===== src/rtl/clk_freq_meter.sv =====
`default_nettype none
// ============================================================================
//  Module      : clk_freq_meter
//  Description : Multi-channel frequency meter; counts synchronised rising
//                edges of each input over a gate window of clk cycles.
//  Revision    : 1.0 - initial release
// ============================================================================
module clk_freq_meter #(
    parameter int NUM_CH      = 4,
    parameter int CNT_W       = 24,
    parameter int GATE_CYCLES = 100000,
    parameter int SYNC_STAGES = 2
) (
    input  logic                    clk,
    input  logic                    reset,
    input  logic                    enable,
    input  logic                    mode,
    input  logic                    start,
    input  logic [NUM_CH-1:0]       sig_in,
    output logic [NUM_CH*CNT_W-1:0] freq_cnt,
    output logic [NUM_CH-1:0]       overflow,
    output logic                    freq_valid,
    output logic                    busy
);

    localparam int GATE_W = (GATE_CYCLES > 1) ? $clog2(GATE_CYCLES) : 1;
    localparam logic [GATE_W-1:0] c_gateLast = GATE_W'(GATE_CYCLES - 1);
    localparam logic [CNT_W-1:0]  c_cntMax   = '1;

    typedef enum logic [1:0] {
        S_IDLE = 2'd0,
        S_RUN  = 2'd1,
        S_DONE = 2'd2
    } state_t;

    state_t                    r_state;
    state_t                    w_stateNext;
    logic [GATE_W-1:0]         r_gateCnt;
    logic                      w_countEn;
    logic                      w_latch;
    logic [NUM_CH*CNT_W-1:0]   w_cntFlat;
    logic [NUM_CH-1:0]         w_ovfVec;

    always_ff @(posedge clk or posedge reset) begin
        if (reset) begin
            r_state <= S_IDLE;
        end else begin
            r_state <= w_stateNext;
        end
    end

    always_comb begin
        w_stateNext = r_state;
        case (r_state)
            S_IDLE: begin
                if (enable && (!mode || start)) begin
                    w_stateNext = S_RUN;
                end
            end
            S_RUN: begin
                if (!enable) begin
                    w_stateNext = S_IDLE;
                end else if (r_gateCnt == c_gateLast) begin
                    w_stateNext = S_DONE;
                end
            end
            S_DONE: begin
                if (enable && !mode) begin
                    w_stateNext = S_RUN;
                end else begin
                    w_stateNext = S_IDLE;
                end
            end
            default: w_stateNext = S_IDLE;
        endcase
    end

    // Gate counter restarts from zero on every entry into RUN.
    always_ff @(posedge clk or posedge reset) begin
        if (reset) begin
            r_gateCnt <= '0;
        end else if (r_state == S_RUN && w_stateNext == S_RUN) begin
            r_gateCnt <= r_gateCnt + GATE_W'(1);
        end else begin
            r_gateCnt <= '0;
        end
    end

    assign w_countEn = (r_state == S_RUN);
    assign w_latch   = (r_state == S_DONE) && enable;
    assign busy      = (r_state == S_RUN);

    generate
        for (genvar i = 0; i < NUM_CH; i++) begin : g_ch
            logic [SYNC_STAGES-1:0] r_sync;
            logic                   r_prev;
            logic [CNT_W-1:0]       r_edgeCnt;
            logic                   r_ovf;
            logic                   w_edge;

            assign w_edge = r_sync[SYNC_STAGES-1] & ~r_prev;

            // Outside RUN the counter is held clear, so IDLE/DONE edges are dropped.
            always_ff @(posedge clk or posedge reset) begin
                if (reset) begin
                    r_sync    <= '0;
                    r_prev    <= 1'b0;
                    r_edgeCnt <= '0;
                    r_ovf     <= 1'b0;
                end else begin
                    r_sync <= {r_sync[SYNC_STAGES-2:0], sig_in[i]};
                    r_prev <= r_sync[SYNC_STAGES-1];
                    if (!w_countEn) begin
                        r_edgeCnt <= '0;
                        r_ovf     <= 1'b0;
                    end else if (w_edge) begin
                        if (r_edgeCnt == c_cntMax) begin
                            r_ovf <= 1'b1;
                        end else begin
                            r_edgeCnt <= r_edgeCnt + CNT_W'(1);
                        end
                    end
                end
            end

            assign w_cntFlat[i*CNT_W +: CNT_W] = r_edgeCnt;
            assign w_ovfVec[i]                 = r_ovf;
        end
    endgenerate

    // Results move only alongside the freq_valid pulse, one cycle after DONE.
    always_ff @(posedge clk or posedge reset) begin
        if (reset) begin
            freq_cnt   <= '0;
            overflow   <= '0;
            freq_valid <= 1'b0;
        end else begin
            freq_valid <= w_latch;
            if (w_latch) begin
                freq_cnt <= w_cntFlat;
                overflow <= w_ovfVec;
            end
        end
    end

endmodule
`default_nettype wire


===== config.mk =====
export PLATFORM = sky130hd
export DESIGN_NAME = clk_freq_meter
export DESIGN_NICKNAME = d
export VERILOG_FILES = /design/src/rtl/clk_freq_meter.sv
export SDC_FILE = /design/constraint.sdc
export NUM_CORES = 1
export LEC_CHECK = 0
export BUFFER_PORTS_ARGS = -buffer_cell sky130_fd_sc_hd__buf_2
export CORE_MARGIN = 8
export CORE_UTILIZATION = 63
export DETAILED_ROUTE_END_ITERATION = 8
export GPL_TIMING_DRIVEN = 0
export PLACE_DENSITY = 0.85
export SLEW_MARGIN = 15
export SYNTH_ARGS = -nofsm -noshare
export SYNTH_HDL_FRONTEND = slang
export SYNTH_SLANG_ARGS = --single-unit

===== constraint.sdc =====
create_clock -name clk -period 12.9 [get_ports clk]
set_clock_uncertainty 0.15 [all_clocks]
set_input_delay 1.29 -clock clk [delete_from_list [all_inputs] [get_ports clk]]
set_output_delay 1.29 -clock clk [all_outputs]
set_load 0.02 [all_outputs]

==> impl_metrics.json, run 1 <==
{
  "outcome": "finished, final reports clean",
  "grt_pass1_wl_um": 42000,
  "cts_resized": 0,
  "vdd_drop_max_uv": 106,
  "synth_warnings": 0,
  "drt-pass1-iter-count": 6,
  "power.switching_mw": 0.306,
  "crit_path_start_kind": "flip-flop",
  "cts.sinks": 232,
  "fin_tns_setup_ns": 0,
  "synth.distinct_cells": 47,
  "start_util": 0.637,
  "fp-row-count": 47,
  "fmax_ghz": 0.260,
  "globalplace.congestion": 0.934,
  "p_int_mw": 1.13,
  "hpwl_um": 17400,
  "swShare": 0.214,
  "cts_setup_buffers": 0,
  "synthesis.area_um2": 10400,
  "regToRegSetupSlack_ns": 10.13,
  "syn2layout_area_growth_pct": 15.7,
  "layout_setup_ws_ns": 9.05,
  "finalSetupViolCount": 0,
  "max-slew-margin-rel": 0.377,
  "post-place-ws_ns": 9.60,
  "tritoncts": "yes",
  "antenna_found_initial": 0,
  "netlist_instances": 1113,
  "arrival_ns": 2.41,
  "drtIter0Drc": 632,
  "crit_required_ns": 11.46,
  "powerDensity_nw_per_um2": 119,
  "fillCellCount": 1202,
  "synth_edf_count": 0,
  "port_buffers": 110,
  "avgRoutedWirePerCell_um": 17.2,
  "syn_avg_cell_area_um2": 9.35,
  "htreeDepth": 1,
  "cts_buffers": 23,
  "synth_seq_area_share": 0.558,
  "clkPwrFrac": 0.458,
  "hold_path_startpoint": "g_ch[1].r_sync[0]",
  "drive_gt1_frac": 0.134,
  "path_max_fanout": 10,
  "worstMarginPinSlew_ns": 0.935,
  "ys_async_sr_fraction": 1.00,
  "cp-end-kind": "output pin",
  "viasPerCell": 5.84,
  "synth.ff_latch_count": 232,
  "hold_viol": 0,
  "reg2reg_from": "g_ch[2].r_edgeCnt[0]",
  "antenna_cells": 0,
  "path_class": "flip-flop to output pin",
  "clockBufferDepth": 3,
  "post-route-period-util": 0.298,
  "seqPwrFrac": 0.512,
  "grtUsageTotal": 0.250,
  "final.min_clock_period_ns": 3.85,
  "grt_overflow": 0,
  "routed_wl_um": 25500,
  "core-area_um2": 16300,
  "final_nets": 1264,
  "power_leakage_nw": 5.74,
  "root_buffer": "clkbuf_16",
  "die_area_um2": 20900,
  "crit_start": "r_state[1]",
  "route.detailed.drc": 0,
  "vias": 8682,
  "ctsHoldBuffers": 0,
  "ant_nets": 0,
  "ios": 111,
  "slew_violations": 0,
  "hold_path_class": "flip-flop to flip-flop",
  "rsz0062_at_grt": "no",
  "grt_pass1_vias": 8656,
  "final_core_util": 0.737,
  "drv_cap": 0,
  "grt_max_degree": 100,
  "clk_pin_slew_ns": 0.06,
  "yosys_most_used_dff": "dfrtp_1",
  "p_comb_frac": 0.030,
  "die_y_um": 145,
  "clock_latency_ns": 0.51,
  "die_w_um": 145,
  "syn_nets": 1127
}
## through the flow
stage	instances	hold WS [ns]	power [mW]	area [um^2]
final	1486	0.197	1.43	12000
after global routing	1486	0.212	1.48	12000
after CTS	1486	0.197	1.44	12000
after detailed placement	1445	0.188	0.791	11300
after global placement	1443	0.182	0.787	11200
after floorplan	1113	0.181	0.773	10400
## worst paths after layout
| path | to | depth (start not counted) |
|---|---|---|
| max | busy | 5 |
| min | g_ch[1].r_sync[1] | 0 |
| max reg2reg | g_ch[2].r_edgeCnt[4] | 7 |
| min reg2reg | g_ch[1].r_sync[1] | 0 |
| max in group asynchronous | freq_cnt[0] | 4 |
| min in group asynchronous | freq_cnt[90] | 2 |
## layout make-up
class	count	area [um^2]	share of cell area
sequential	232	5810	0.482
clock buffer	35	691	0.0574
buffer	52	206	0.0171
multi-input combinational	813	4340	0.360
inverter	16	67.6	0.00561
tap	220	275	0.0229
clock inverter	6	55.1	0.00457
timing repair buffer	112	606	0.0503
## cells in the final DEF (no fill, tap or decap), types with 6 or more instances in the layout
cell,n
a211oi_1,13
a21oi_1,31
and3_1,11
and4_1,12
buf_2,116
clkbuf_1,48
clkbuf_16,23
clkbuf_8,7
dfrtp_1,232
inv_1,12
nand2_1,328
nand2b_1,7
nand3_1,39
nand4_1,33
nor2_1,103
nor3_1,19
nor4_1,24
nor4_2,8
o211ai_1,6
o21ai_1,14
o31ai_1,7
or3_1,6
or4_1,11
xnor2_1,65
xor2_1,17
## flip-flops by register name (all words and copies together), names as in the netlist
name,count
r_gateCnt,17
r_state,2
g_ch.r_prev,4
g_ch.r_ovf,4
g_ch.r_sync,8
overflow,4
freq_valid,1
g_ch.r_edgeCnt,96
freq_cnt,96
## cells by family after synthesis
family / after synthesis / share of synthesized area
muxes: 5 / 0.00481
xor gates and xnor gates: 82 / 0.0690
DFF: 232 / 0.558
AOI/OAI and AO/OA: 94 / 0.0567
adders and majority gates: 5 / 0.00601
and+or+nand+nor: 627 / 0.280
buffers and inverters: 68 / 0.0256
## cell usage after synthesis (all sizes together) (9+ instances only)
master | number | area share
buf | 9 | 0.0043
o21ai | 18 | 0.0087
inv | 16 | 0.0058
xnor2 | 65 | 0.055
xor2 | 17 | 0.014
dfrtp | 232 | 0.56
nand4 | 34 | 0.021
nand3 | 39 | 0.019
nor4 | 33 | 0.026
and4 | 12 | 0.010
and3 | 11 | 0.0066
nand2 | 328 | 0.12
a211oi | 13 | 0.0094
a21oi | 31 | 0.015
nor3 | 19 | 0.0091
nor2 | 103 | 0.037
or4 | 11 | 0.0079
clkbuf | 43 | 0.016
## routing by layer
metal | wire [um] | track usage | vias to the layer above
li1 | - | - | 4036
met1 | 10300 | 0.319 | 4216
met2 | 12600 | 0.422 | 358
met3 | 1870 | 0.0426 | 72
met4 | 766 | 0.0904 | 0
met5 | 0 | 0 | -
## critical path, stage by stage (launching register included)
cell and delay, ns:
dfrtp_1 0.38, nand2b_1 0.14, clkbuf_1 0.27, inv_2 0.26, clkbuf_1 0.57, buf_2 0.29
## power groups by stage
stage / registers [mW] / logic (mW) / clock network [mW]
final: 0.734 / 0.0424 / 0.656
after detailed placement: 0.748 / 0.0429 / 0
after global routing: 0.734 / 0.0476 / 0.696
after global placement: 0.748 / 0.0395 / 0
after CTS: 0.734 / 0.0431 / 0.665
after floorplan: 0.747 / 0.0265 / 0
(Power assumes the default switching activity.)
==> inputs of run 2 (changes only) <==
--- a/config.mk
+++ b/config.mk
@@ -7,10 +7,10 @@
 export LEC_CHECK = 0
 export BUFFER_PORTS_ARGS = -buffer_cell sky130_fd_sc_hd__buf_2
 export CORE_MARGIN = 8
-export CORE_UTILIZATION = 63
+export CORE_UTILIZATION = 53
 export DETAILED_ROUTE_END_ITERATION = 8
 export GPL_TIMING_DRIVEN = 0
-export PLACE_DENSITY = 0.85
+export PLACE_DENSITY = 0.76
 export SLEW_MARGIN = 15
 export SYNTH_ARGS = -nofsm -noshare
 export SYNTH_HDL_FRONTEND = slang
==> constraint.sdc (replaced) <==
create_clock -name clk -period 3.4 [get_ports clk]
set_clock_uncertainty 0.15 [all_clocks]
set_input_delay 0.34 -clock clk [delete_from_list [all_inputs] [get_ports clk]]
set_output_delay 0.34 -clock clk [all_outputs]
set_load 0.02 [all_outputs]
==> run 2 against run 1 <==
Against the previous run:
- via count is 1.9% lower
- total power grew to 3.9 times the previous value
- final area rose by 2.1%
- global-route usage decreased by 3.7 points
- worst hold slack lost 0.14 ns
- sequential cell count unchanged
- sequential share of layout area is 1.0 points lower
- cell count grew 3.7%
- critical path depth did not move
- non-clock buffer count grew 11
- worst setup slack got worse by 8.5 ns
- die area increased by 17%
- highest routed layer unchanged
==> impl_metrics.json, run 2 (same netlist as run 1, synthesis figures left out) <==
{
  "met1_usage": 0.281,
  "syn2layout_area_growth_pct": 18.2,
  "die_w_um": 156,
  "reg_top3": "freq_cnt (96), g_ch.r_edgeCnt (96), r_gateCnt (17)",
  "port_buffers": 110,
  "ant_nets": 0,
  "avgRoutedWirePerCell_um": 16.6,
  "clockBufferDepth": 3,
  "final_nets": 1276,
  "powerDensity_nw_per_um2": 456,
  "outcome": "finished, final reports clean",
  "root_buffer": "clkbuf_16",
  "hpwl_um": 18100,
  "path_max_fanout": 10,
  "placedCellCount": 1495,
  "hold_path_class": "input port to flip-flop",
  "crit_path_start_kind": "flip-flop",
  "power.switching_mw": 1.18,
  "die_y_um": 156,
  "arrival_ns": 2.41,
  "seqPwrFrac": 0.496,
  "start_util": 0.537,
  "vias": 8513,
  "slew_violations": 0,
  "power_leakage_nw": 5.82,
  "antenna_cells": 0,
  "cts.sinks": 232,
  "fin_tns_setup_ns": 0,
  "post-route-period-util": 0.853,
  "grt_max_degree": 38,
  "path_class": "flip-flop to output pin",
  "drive_gt1_frac": 0.136,
  "routed_wl_um": 25600,
  "rsz0062_at_grt": "no",
  "final_core_util": 0.634,
  "grt.busiest_layer": "met2",
  "viasPerCell": 5.52,
  "p_int_mw": 4.43,
  "grt_overflow": 0,
  "cts_resized": 0,
  "clock_latency_ns": 0.51,
  "fmax_ghz": 0.345,
  "tritoncts": "yes",
  "htreeDepth": 1,
  "layout_commonest_cell": "nand2_1",
  "crit_required_ns": 2.91,
  "drtIter0Drc": 608,
  "worstMarginPinSlew_ns": 0.893,
  "use_met3": 0.0416,
  "hold_viol": 0,
  "cts_buffers": 24,
  "vdd_drop_max_uv": 362,
  "multi_input_area_um2": 4340,
  "grt_pass1_vias": 8326,
  "max-slew-margin-rel": 0.405,
  "final_cells": 1541,
  "final.min_clock_period_ns": 2.90,
  "globalRouteMet2Util": 0.353,
  "p_total_mw": 5.61,
  "clkPwrFrac": 0.472,
  "antenna_found_initial": 0,
  "clk_pin_slew_ns": 0.06,
  "fp-row-count": 51,
  "swShare": 0.210,
  "final_cell_area_um2": 12300,
  "p_comb_frac": 0.032,
  "grt_pass1_wl_um": 42400,
  "core-area_um2": 19400,
  "layout_common_cells": "nand2_1, dfrtp_1, buf_2, nor2_1, xnor2_1",
  "globalplace.congestion": 0.903,
  "ios": 111,
  "drv_cap": 0,
  "finalSetupViolCount": 0,
  "placed_area_um2": 11400,
  "die_area_um2": 24400,
  "fillCellCount": 1661,
  "grtUsageTotal": 0.213,
  "register_area_um2": 5810,
  "cp-end-kind": "output pin",
  "route.detailed.drc": 0,
  "drt-pass1-iter-count": 5
}
run 2: final timing paths:
| check | slack (ns) | start | cells past startpoint | to |
|---|---|---|---|---|
| max in group asynchronous | 1.56 | reset | 7 | freq_cnt[13] |
| hold / removal | 0.06 | mode | 3 | r_state[0] |
| hold reg to reg | 0.21 | g_ch[0].r_sync[0] | 0 | g_ch[0].r_sync[1] |
| setup reg to reg | 0.76 | g_ch[2].r_edgeCnt[0] | 7 | g_ch[2].r_edgeCnt[2] |
| min in group asynchronous | 0.29 | reset | 3 | overflow[0] |
| setup / recovery | 0.50 | r_state[1] | 5 | busy |
run 2: cell type report:
type	instances	share of cell area
Multi-Input combinational cell	813	0.353
Buffer	52	0.0168
Timing Repair Buffer	123	0.0616
Sequential cell	232	0.472
Clock inverter	4	0.00570
Tap cell	265	0.0270
Inverter	16	0.00519
Clock buffer	36	0.0591
run 2: what timing repair did:
item,4_1_cts,5_1_grt
hold buffers,6,0
buffers inserted,0,0
hold endpoints to repair,28,0
run 2: layer usage:
metal / up-vias / share of wire
met2: 264 / 0.48
met1: 4148 / 0.42
met3: 42 / 0.070
met4: 0 / 0.023
li1: 4059 / -
met5: - / 0
run 2: metrics by stage:
step,setup WS [ns],hold slack [ns]
finish,0.500,0.0572
CTS,0.499,0.0255
global placement,-1.43,0.184
floorplan,-0.126,0.181
global route,0.359,0.0519
detailed placement,0.819,0.200
run 2: critical path, cell delays in order (launching register included):
cell and delay [ns]:
dfrtp_1 0.38, nand2b_1 0.14, clkbuf_1 0.27, inv_2 0.24, clkbuf_1 0.57, buf_2 0.29
run 2: power by group through the flow:
stage / combinational (mW) / sequential (mW) / clock, mW
final: 0.178 / 2.79 / 2.65
after global routing: 0.200 / 2.79 / 2.81
after CTS: 0.182 / 2.79 / 2.71
after detailed placement: 0.176 / 2.84 / 0
after global placement: 0.152 / 2.84 / 0
after floorplan: 0.101 / 2.83 / 0
